===== config.mk =====
export PLATFORM = sky130hd
export DESIGN_NAME = mux_scan_sequencer_flat
export DESIGN_NICKNAME = d
export VERILOG_FILES = /design/src/rtl/mux_scan_pkg.sv /design/src/rtl/mux_scan_sequencer_if.sv /design/src/rtl/scan_dwell_counter.sv /design/src/rtl/mux_scan_sequencer.sv /design/src/flat_wrapper.sv
export SDC_FILE = /design/constraint.sdc
export NUM_CORES = 1
export LEC_CHECK = 0
export BUFFER_PORTS_ARGS = -buffer_cell sky130_fd_sc_hd__buf_4
export CAP_MARGIN = 20
export CELL_PAD_IN_SITES_DETAIL_PLACEMENT = 2
export CELL_PAD_IN_SITES_GLOBAL_PLACEMENT = 2
export CORE_UTILIZATION = 36
export CTS_CLUSTER_SIZE = 16
export DETAILED_ROUTE_END_ITERATION = 8
export PLACE_DENSITY = 0.73
export SLEW_MARGIN = 0
export SYNTH_ARGS = -nofsm -noshare
export SYNTH_HDL_FRONTEND = slang
export SYNTH_SLANG_ARGS = --single-unit

===== constraint.sdc =====
create_clock -name clk -period 2.3 [get_ports clk]
set_clock_uncertainty 0.2 [all_clocks]
set_input_delay 0.23 -clock clk [delete_from_list [all_inputs] [get_ports clk]]
set_output_delay 0.23 -clock clk [all_outputs]
set_load 0.02 [all_outputs]

===== src/rtl/mux_scan_pkg.sv =====
// Shared constants and FSM state type for the mux scan sequencer.
package mux_scan_pkg;

  localparam int SEL_W = 3;
  localparam int N_CH  = 1 << SEL_W;

  typedef enum logic [1:0] {
    IDLE     = 2'd0,
    SCAN     = 2'd1,
    WAIT_ACK = 2'd2
  } state_t;

endpackage


===== src/rtl/mux_scan_sequencer_if.sv =====
// Control, mux-select and word-output signals of the scan sequencer.
// The master side is the sequencer; the slave side is the environment
// (mux plus word consumer plus controller).
interface mux_scan_sequencer_if
  import mux_scan_pkg::*;
();

  logic             start;
  logic             cont;
  logic             clr_ovr;
  logic [SEL_W-1:0] sel;
  logic             mux_out;
  logic [N_CH-1:0]  word_data;
  logic             word_valid;
  logic             word_ready;
  logic             busy;
  logic             overrun;

  modport master (
    input  start, cont, clr_ovr, mux_out, word_ready,
    output sel, word_data, word_valid, busy, overrun
  );

  modport slave (
    output start, cont, clr_ovr, mux_out, word_ready,
    input  sel, word_data, word_valid, busy, overrun
  );

endinterface


===== src/rtl/scan_dwell_counter.sv =====
// Dwell counter: counts 0..DWELL-1 while enabled and flags the last cycle.
module scan_dwell_counter #(
  parameter int DWELL = 2
) (
  input  logic clk,
  input  logic rst_n,
  input  logic en,
  input  logic clr,
  output logic tc
);

  localparam int CNT_W = 5;

  logic [CNT_W-1:0] cnt;

  assign tc = (cnt == CNT_W'(DWELL - 1));

  // Count up while enabled, wrapping to zero on the terminal count.
  always_ff @(posedge clk or negedge rst_n) begin
    if (!rst_n) begin
      cnt <= '0;
    end else if (clr) begin
      cnt <= '0;
    end else if (en) begin
      cnt <= tc ? '0 : cnt + CNT_W'(1);
    end
  end

endmodule


===== src/rtl/mux_scan_sequencer.sv =====
// Steps an external 8:1 mux select through all channels, holding each for
// DWELL cycles, samples the mux output once per channel and presents the
// packed byte on a valid/ready output with overrun detection.
module mux_scan_sequencer
  import mux_scan_pkg::*;
#(
  parameter int DWELL = 2
) (
  input  logic                  clk,
  input  logic                  rst_n,
  mux_scan_sequencer_if.master  bus
);

  state_t           state;
  state_t           state_nxt;
  logic [SEL_W-1:0] ch;
  logic [N_CH-1:0]  shadow;
  logic             tc;
  logic             cap;
  logic             last;
  logic             accept;
  logic             load;
  logic             valid_nxt;

  // A channel sample is taken on the final dwell cycle; the last channel
  // completes the word, which loads if the output register is or becomes free.
  assign accept    = bus.word_valid && bus.word_ready;
  assign cap       = (state == SCAN) && tc;
  assign last      = cap && (ch == SEL_W'(N_CH - 1));
  assign load      = last && (!bus.word_valid || bus.word_ready);
  assign valid_nxt = load || (bus.word_valid && !accept);

  scan_dwell_counter #(
    .DWELL (DWELL)
  ) u_dwell (
    .clk   (clk),
    .rst_n (rst_n),
    .en    (state == SCAN),
    .clr   (state != SCAN),
    .tc    (tc)
  );

  // State register.
  always_ff @(posedge clk or negedge rst_n) begin
    if (!rst_n) state <= IDLE;
    else        state <= state_nxt;
  end

  // Next-state logic and state-decoded outputs.
  always_comb begin
    state_nxt = state;
    bus.sel   = '0;
    bus.busy  = 1'b0;
    unique case (state)
      IDLE: begin
        if (bus.start) state_nxt = SCAN;
      end
      SCAN: begin
        bus.sel  = ch;
        bus.busy = 1'b1;
        if (last) begin
          if (bus.cont)     state_nxt = SCAN;
          else if (valid_nxt) state_nxt = WAIT_ACK;
          else              state_nxt = IDLE;
        end
      end
      WAIT_ACK: begin
        if (accept) state_nxt = IDLE;
      end
      default: state_nxt = IDLE;
    endcase
  end

  // Channel counter and per-channel sample capture; channel wraps 7 -> 0.
  always_ff @(posedge clk or negedge rst_n) begin
    if (!rst_n) begin
      ch     <= '0;
      shadow <= '0;
    end else if (state == IDLE) begin
      ch <= '0;
    end else if (cap) begin
      shadow[ch] <= bus.mux_out;
      ch         <= ch + SEL_W'(1);
    end
  end

  // Output word register with valid/ready handshake.
  always_ff @(posedge clk or negedge rst_n) begin
    if (!rst_n) begin
      bus.word_data  <= '0;
      bus.word_valid <= 1'b0;
    end else if (load) begin
      bus.word_data  <= {bus.mux_out, shadow[N_CH-2:0]};
      bus.word_valid <= 1'b1;
    end else if (accept) begin
      bus.word_valid <= 1'b0;
    end
  end

  // Sticky overrun; a new drop takes priority over the clear.
  always_ff @(posedge clk or negedge rst_n) begin
    if (!rst_n)            bus.overrun <= 1'b0;
    else if (last && !load) bus.overrun <= 1'b1;
    else if (bus.clr_ovr)  bus.overrun <= 1'b0;
  end

endmodule


===== src/flat_wrapper.sv =====
// flat-port wrapper written by rule: the top's interface ports become plain ports
module mux_scan_sequencer_flat import mux_scan_pkg::*;
#(
  parameter int DWELL = 2
)
  (clk, rst_n, bus_start, bus_cont, bus_clr_ovr, bus_mux_out, bus_word_ready, bus_sel, bus_word_data, bus_word_valid, bus_busy, bus_overrun);
  mux_scan_sequencer_if bus_i ();
  input  logic clk;
  input  logic rst_n;
  input wire logic [$bits(bus_i.start)-1:0] bus_start;
  input wire logic [$bits(bus_i.cont)-1:0] bus_cont;
  input wire logic [$bits(bus_i.clr_ovr)-1:0] bus_clr_ovr;
  input wire logic [$bits(bus_i.mux_out)-1:0] bus_mux_out;
  input wire logic [$bits(bus_i.word_ready)-1:0] bus_word_ready;
  output wire logic [$bits(bus_i.sel)-1:0] bus_sel;
  output wire logic [$bits(bus_i.word_data)-1:0] bus_word_data;
  output wire logic [$bits(bus_i.word_valid)-1:0] bus_word_valid;
  output wire logic [$bits(bus_i.busy)-1:0] bus_busy;
  output wire logic [$bits(bus_i.overrun)-1:0] bus_overrun;
  assign bus_i.start = bus_start;
  assign bus_i.cont = bus_cont;
  assign bus_i.clr_ovr = bus_clr_ovr;
  assign bus_i.mux_out = bus_mux_out;
  assign bus_i.word_ready = bus_word_ready;
  assign bus_sel = bus_i.sel;
  assign bus_word_data = bus_i.word_data;
  assign bus_word_valid = bus_i.word_valid;
  assign bus_busy = bus_i.busy;
  assign bus_overrun = bus_i.overrun;
  mux_scan_sequencer #(.DWELL(DWELL)) u_core (.clk(clk), .rst_n(rst_n), .bus(bus_i));
endmodule

==> results.py, run 1 <==
metrics = {
    "setup_path": {
        "crit_slowest_cell": "or4b_4",
        "arrival_ns": 2.20,
        "cp_data_required_time_ns": 2.34,
        "worstSetupPathType": "register to register",
        "start_kind": "register",
        "crit_chain": "inv_1, ha_1, or4b_4, nor4b_1, mux2_2",
        "cp-end-kind": "register",
        "rr_worst_depth": 5,
        "crit_fanout": 11,
        "r2r_start": "u_core.u_dwell.cnt[1]$_DFF_PN0_",
        "slowest_delay_ns": 0.56,
        "crit_start": "u_core.u_dwell.cnt[1]$_DFF_PN0_",
    },
    "finish": {
        "diodes": 0,
        "utilization_pct": 48.7,
        "nNetsFinal": 138,
        "final_common_cell": "dfrtp_1",
        "fin_area_um2": 1550,
        "drive_above_1_share_pct": 37.3,
        "synthToLayoutAreaGrowth_pct": 24.1,
        "final_cell_mix": "dfrtp_1, buf_4, mux2_2, nor2_1",
    },
    "synthesis": {
        "synth_compound_area_share_pct": 5.12,
        "yosys-mux-area-fraction_pct": 13.6,
        "syn_nets": 108,
        "synthCells": 97,
        "ys_types": 28,
        "yosys_warnings": 0,
        "synthXorXnorAreaFrac_pct": 2.11,
        "post_synth.cell_area_avg_um2": 12.8,
        "synthSimpleGateAreaFrac_pct": 17.6,
        "synth_adder_area_share_pct": 4.02,
        "ys_top_cells_by_area": "dfrtp_1, mux2_2, ha_1",
        "synth_top_family_by_area": "simple AND/OR/NAND/NOR gates",
        "synth-seq-cells": 27,
        "synth_edf_count": 0,
        "synth_ff_type": "dfrtp_1",
        "synth_top_area_share_pct": 54.2,
        "syn-cell-area_um2": 1250,
        "synth_top_area_cell": "dfrtp_1",
        "ys_seq_area_share_pct": 54.2,
        "ys_async_sr_fraction_pct": 100,
    },
    "floorplan": {
        "die_area_um2": 3700,
        "rows": 20,
        "start_util_pct": 39.2,
        "io_pins": 21,
        "coreArea_um2": 3180,
        "fp.dieW_um": 60.8,
        "dieHeight_um": 60.8,
    },
    "global_routing": {
        "grtUsageMet3_pct": 2.13,
        "grt-ovfl-total": 0,
        "grtUsageMet1_pct": 23.8,
        "grt.total_usage_pct": 18.4,
        "met2_usage_pct": 30.9,
        "grt_pass1_wl_um": 4850,
        "antenna_found_initial": 0,
        "grt_pass1_vias": 944,
        "grt_max_degree": 28,
        "top_usage_layer": "met2",
    },
    "routing": {
        "ant_nets": 0,
        "first_iter_violations": 13,
        "drt_first_pass_iters": 2,
        "drc": 0,
        "routedWlPerCell_um": 16.6,
        "viasPerCell": 4.96,
        "drt_wl_total_um": 2820,
        "vias": 843,
    },
    "placement": {
        "dpl_cell_area_um2": 1470,
        "place_congestion": 0.690,
        "dp.final_hpwl_um": 2080,
        "portBuffers": 20,
    },
    "cts": {
        "cts_tree": "done",
        "cts-htree-levels": 1,
        "cts_buffers": 3,
        "cts-root-buf": "clkbuf_4",
        "clk_pin_slew_ns": 0.15,
        "insertion_delay_ns": 0.33,
        "clock-sinks": 27,
        "clock_path_buffers": 2,
    },
    "power_and_ir_drop": {
        "power.density_nw_per_um2": 958,
        "leakage_uw": 0.000737,
        "ir_drop_v": 0.000429,
    },
    "sta": {
        "final.setup.tns_ns": 0,
        "slew_viol_final": 0,
        "rsz0062_at_grt": "no",
        "slew_headroom_pct": 76.5,
        "fin_crit_sh_pct": 94.0,
        "setup_viol": 0,
        "worst_pin_slew_ns": 0.353,
        "fmax_mhz": 462,
        "fin_crit_ns": 2.16,
        "hold_viol": 0,
    },
    "hold_path": {
        "min-delay-start": "bus_word_ready",
        "min_path_cells": 3,
        "hp-class": "input pin to register",
    },
    "run_status": {
        "outcome": "finished clean",
    },
    "flow_run": {
        "drv_cap": 0,
    },
}
-- layer usage --
| metal | share of wire [%] | vias to the layer above |
|---|---|---|
| met2 | 50 | 17 |
| met4 | 1.5 | 0 |
| met1 | 45 | 414 |
| met3 | 3.0 | 4 |
| li1 | - | 408 |
| met5 | 0 | - |
-- flip-flops by register name, indices dropped and copies added (netlist names) --
signal and count:
u_core.bus.overrun 1, u_core.shadow 7, u_core.ch 3, u_core.bus.word_valid 1
u_core.bus.word_data 8, u_core.state 2, u_core.u_dwell.cnt 5
-- path summary, 6_finish.rpt --
path                            slack (ns)                             endpoint
worst max register to register        0.14         u_core.shadow[0]$_DFFE_PN0P_
worst min-delay path                  0.01    u_core.bus.word_valid$_DFFE_PN0P_
worst max-delay path                  0.14         u_core.shadow[0]$_DFFE_PN0P_
min in group asynchronous             0.13          u_core.state[1]$_DFFE_PN0P_
max in group asynchronous             1.51  u_core.bus.word_data[2]$_DFFE_PN0P_
worst min register to register        0.30         u_core.shadow[4]$_DFFE_PN0P_
-- power by group --
group / internal [uW] / switching (uW) / total (uW)
Combinational: 261 / 267 / 527
Clock: 66.5 / 148 / 214
Sequential: 613 / 127 / 740
-- stage by stage --
step / std cells / total power [uW] / setup WS (ns) / hold slack (ns)
after global placement: 162 / 1230 / 0.198 / -0.0364
after floorplan: 97 / 1080 / 0.271 / -0.266
after CTS: 170 / 1500 / 0.107 / 0.00636
after detailed placement: 162 / 1270 / 0.112 / -0.0333
final: 170 / 1480 / 0.137 / 0.0130
after global routing: 170 / 1600 / 0.0173 / 0.00294
-- logic make-up after synthesis --
logic type / after synthesis
DFF: 27
adders and majority gates: 4
buffers and inverters: 8
muxes: 15
xor gates and xnor gates: 3
and+or+nand+nor: 32
AOI/OAI and AO/OA: 8
-- cell type report --
type                    count  area [um2]
fillers                   338        1630
flip-flops and latches     27         676
multi-input cells          62         534
repair buffers             28         233
well taps                  44        55.1
clock buffers               3        22.5
inverters                   5        18.8
clock inverters             1        7.51
-- worst max-delay path, delay by kind of cell, from the launching register on --
kind	cells	cell delay [ns]
flops	1	0.43
fa+ha+maj	1	0.14
mux	1	0.37
buf+inv	1	0.06
simple gates	2	0.87
-- synthesized netlist by cell type, drive strengths merged (3+ instances only) --
master / count
nor2: 7
buf: 3
inv: 5
mux2: 15
nor3: 3
a21o: 3
nand2: 3
ha: 4
nand2b: 4
dfrtp: 27
nor4: 4
nand3: 3
-- timing repair --
action | 4_1_cts | 5_1_grt
buffers inserted | 0 | 0
hold buffers | 4 | 0
endpoints found under the setup margin | 0 | 5
gates resized for setup | 0 | 1
hold endpoints to repair | 36 | 0
(Power assumes the default switching activity.)
==> run 2: changes to the inputs <==
--- a/config.mk
+++ b/config.mk
@@ -10,10 +10,12 @@
 export CELL_PAD_IN_SITES_DETAIL_PLACEMENT = 2
 export CELL_PAD_IN_SITES_GLOBAL_PLACEMENT = 2
-export CORE_UTILIZATION = 36
+export CORE_UTILIZATION = 37
 export CTS_CLUSTER_SIZE = 16
 export DETAILED_ROUTE_END_ITERATION = 8
-export PLACE_DENSITY = 0.73
+export MAX_ROUTING_LAYER = met4
+export PLACE_DENSITY = 0.74
 export SLEW_MARGIN = 0
 export SYNTH_ARGS = -nofsm -noshare
 export SYNTH_HDL_FRONTEND = slang
+export SYNTH_HIERARCHICAL = 1
 export SYNTH_SLANG_ARGS = --single-unit
==> constraint.sdc (replaced) <==
create_clock -name clk -period 2.3 [get_ports clk]
set_clock_uncertainty 0.2 [all_clocks]
set_input_delay 0.46 -clock clk [delete_from_list [all_inputs] [get_ports clk]]
set_output_delay 0.46 -clock clk [all_outputs]
set_load 0.02 [all_outputs]
==> run 2 against run 1 <==
  * Die area increased by 4.8%
  * Synthesized cell count rose by 7.2%
  * Sequential share of layout area down 1.6 points
  * Maximum frequency about the same
  * Count of clock-buffer cells in the layout stayed put
  * Critical path depth unchanged
  * Combinational power increased by 48%
  * Sequential cell count unchanged
  * Hold slack gained 0.087 ns
  * Non-clock buffer count fell by 1
==> results.py, run 2 <==
metrics = {
    "finish": {
        "synthToLayoutAreaGrowth_pct": 19.4,
        "diodes": 0,
        "reg_top3": "u_core/bus.word_data x8, u_core/shadow x7, u_core/u_dwell/cnt x5",
        "fin_area_um2": 1610,
        "finalNonFillerCells": 177,
        "n_fill_cell": 361,
        "final_cell_mix": "buf_4, dfrtp_1, mux2_4, mux2_1",
        "multi_input_area_um2": 621,
        "largest_reg_flops": 8,
        "seqCellArea_um2": 677,
        "regMostFlops": "u_core/bus.word_data",
        "drive_above_1_share_pct": 37.4,
        "nNetsFinal": 143,
    },
    "sta": {
        "slew_viol_final": 0,
        "rsz0062_at_grt": "no",
        "fin_crit_sh_pct": 94.1,
        "setup_viol": 0,
        "worst_pin_slew_ns": 0.350,
        "final.setup.tns_ns": 0,
        "fmax_mhz": 462,
        "hold_viol": 0,
        "slew_headroom_pct": 76.7,
        "fin_crit_ns": 2.17,
    },
    "run_status": {
        "outcome": "finished clean",
    },
    "synthesis": {
        "post_synth.cell_area_avg_um2": 12.9,
        "ys_types": 33,
        "ys_top_cells_by_area": "dfrtp_1, mux2_4, mux2_1",
        "synth_ff_type": "dfrtp_1",
        "yosys.cell_count.top_type": "dfrtp_1",
        "synth_top_area_cell": "dfrtp_1",
        "synthCells": 104,
        "ys_async_sr_fraction_pct": 100,
        "ys_seq_area_share_pct": 50.2,
        "synth_top_area_share_pct": 50.2,
        "synth-seq-cells": 27,
        "yosys_warnings": 6,
        "synth_common_cells": "dfrtp_1, mux2_4, mux2_1",
        "synth_edf_count": 0,
        "syn_nets": 115,
        "syn-cell-area_um2": 1350,
    },
    "global_routing": {
        "grt_max_degree": 28,
        "grt_pass1_wl_um": 5420,
        "grt_pass1_vias": 1101,
        "grtUsageMet3_pct": 2.57,
        "grt.total_usage_pct": 18.5,
        "grtUsageMet1_pct": 19.7,
        "grt-ovfl-total": 0,
        "top_usage_layer": "met2",
        "antenna_found_initial": 0,
        "met2_usage_pct": 35.2,
    },
    "setup_path": {
        "start_kind": "register",
        "slowest_delay_ns": 0.49,
        "cp-end-kind": "primary output",
        "crit_fanout": 13,
        "cp_data_required_time_ns": 1.64,
        "crit_slowest_cell": "dfrtp_2",
        "crit_chain": "inv_1, nor2_1, buf_4, and2_1, buf_4",
        "arrival_ns": 1.51,
        "worstSetupPathType": "register to primary output",
        "cp_common_cell": "buf_4",
    },
    "hold_path": {
        "hp-class": "input pin to register",
    },
    "cts": {
        "cts-htree-levels": 1,
        "post_cts_buffers": 0,
        "cts_tree": "done",
        "cts-root-buf": "clkbuf_4",
        "clock_path_buffers": 2,
        "insertion_delay_ns": 0.33,
        "clock-sinks": 27,
        "clk_pin_slew_ns": 0.16,
        "cts_buffers": 3,
    },
    "floorplan": {
        "coreArea_um2": 3420,
        "start_util_pct": 39.4,
        "rows": 21,
        "dieHeight_um": 62.3,
        "fp.dieW_um": 62.3,
        "io_pins": 21,
        "die_area_um2": 3880,
    },
    "routing": {
        "drt_wl_total_um": 3030,
        "routedWlPerCell_um": 17.1,
        "drt_first_pass_iters": 4,
        "ant_nets": 0,
        "vias": 919,
        "viasPerCell": 5.19,
        "first_iter_violations": 18,
        "drc": 0,
    },
    "power_and_ir_drop": {
        "ir_drop_v": 0.000376,
        "leakage_uw": 0.000795,
        "finalPower_uw": 1790,
        "power.density_nw_per_um2": 1120,
    },
    "placement": {
        "dpl_cell_area_um2": 1570,
        "place_congestion": 0.739,
        "dp_cells": 172,
        "dp.final_hpwl_um": 2370,
        "portBuffers": 20,
    },
    "flow_run": {
        "drv_cap": 0,
    },
}
run 2: cell count changes after synthesis, moves of 3 or more:
cell	before	now
mux2_1	3	6
mux2_2	12	3
a21o_1	3	0
nor2b_1	0	3
a22o_1	0	4
mux2_4	0	8
nor4_2	3	0
nand2b_1	4	1
run 2: timing repair:
action                                  in CTS  in global routing
endpoints found under the setup margin       0                  3
hold buffers                                 1                  0
gates resized for setup                      0                  1
hold endpoints to repair                    27                  0
run 2: final timing paths:
path	startpoint	to	slack, ns	depth (start not counted)
min in group asynchronous	rst_n	u_core/bus.word_data[6]$_DFFE_PN0P_	0.36	2
setup reg to reg	u_core/u_dwell/cnt[1]$_DFFE_PN0P_	u_core/bus.word_data[5]$_DFFE_PN0P_	0.14	7
hold reg to reg	u_core/shadow[3]$_DFFE_PN0P_	u_core/shadow[3]$_DFFE_PN0P_	0.31	1
setup / recovery	u_core/state[0]$_DFFE_PN0P_	bus_sel[1]	0.13	5
max in group asynchronous	rst_n	u_core/u_dwell/cnt[4]$_DFFE_PN0P_	1.26	2
hold / removal	bus_clr_ovr	u_core/bus.overrun$_DFFE_PN0P_	0.10	2
run 2: power by group:
group | internal, uW | switching, uW
registers | 651 | 152
clock network | 65.3 | 143
logic | 418 | 364
total | 1130 | 659
run 2: cells by family (layout without fill, tap and decap cells):
family          Yosys count  after routing  synth area share, %
simple gates             35             35                 18.7
flops                    27             27                 50.2
mux                      18             18                 17.2
compound gates           11             11                 6.51
buf+inv                   9             36                 3.63
fa+ha+maj                 4              4                 3.72
run 2: worst max-delay path: cells and delay by family, from the launching register on:
| kind | cells | cell delay (ns) |
|---|---|---|
| DFF | 1 | 0.49 |
| buffers and inverters | 3 | 0.46 |
| and+or+nand+nor | 2 | 0.21 |
run 2: final cells by class:
| class | instances | share of cell area (%) |
|---|---|---|
| flip-flops and latches | 27 | 42.1 |
| repair buffers | 27 | 12.8 |
| clock buffers | 3 | 1.40 |
| inverters | 5 | 1.17 |
| multi-input cells | 68 | 38.6 |
| well taps | 46 | 3.58 |
| clock inverters | 1 | 0.312 |
run 2: metal layers:
metal  part of all wire [%]  up-vias
met5                      0        -
met4                    1.2        0
met3                    2.5        4
met2                     56       14
met1                     41      479
li1                       -      422
run 2: through the flow:
step                hold slack [ns]  worst slack, ns  util, %
floorplan                   -0.0356            0.122        -
global placement              0.193            0.232     45.9
detailed placement            0.196            0.138     45.9
CTS                           0.101           0.0814     47.0
global route                 0.0873           0.0322     47.0
finish                        0.100            0.135     47.0
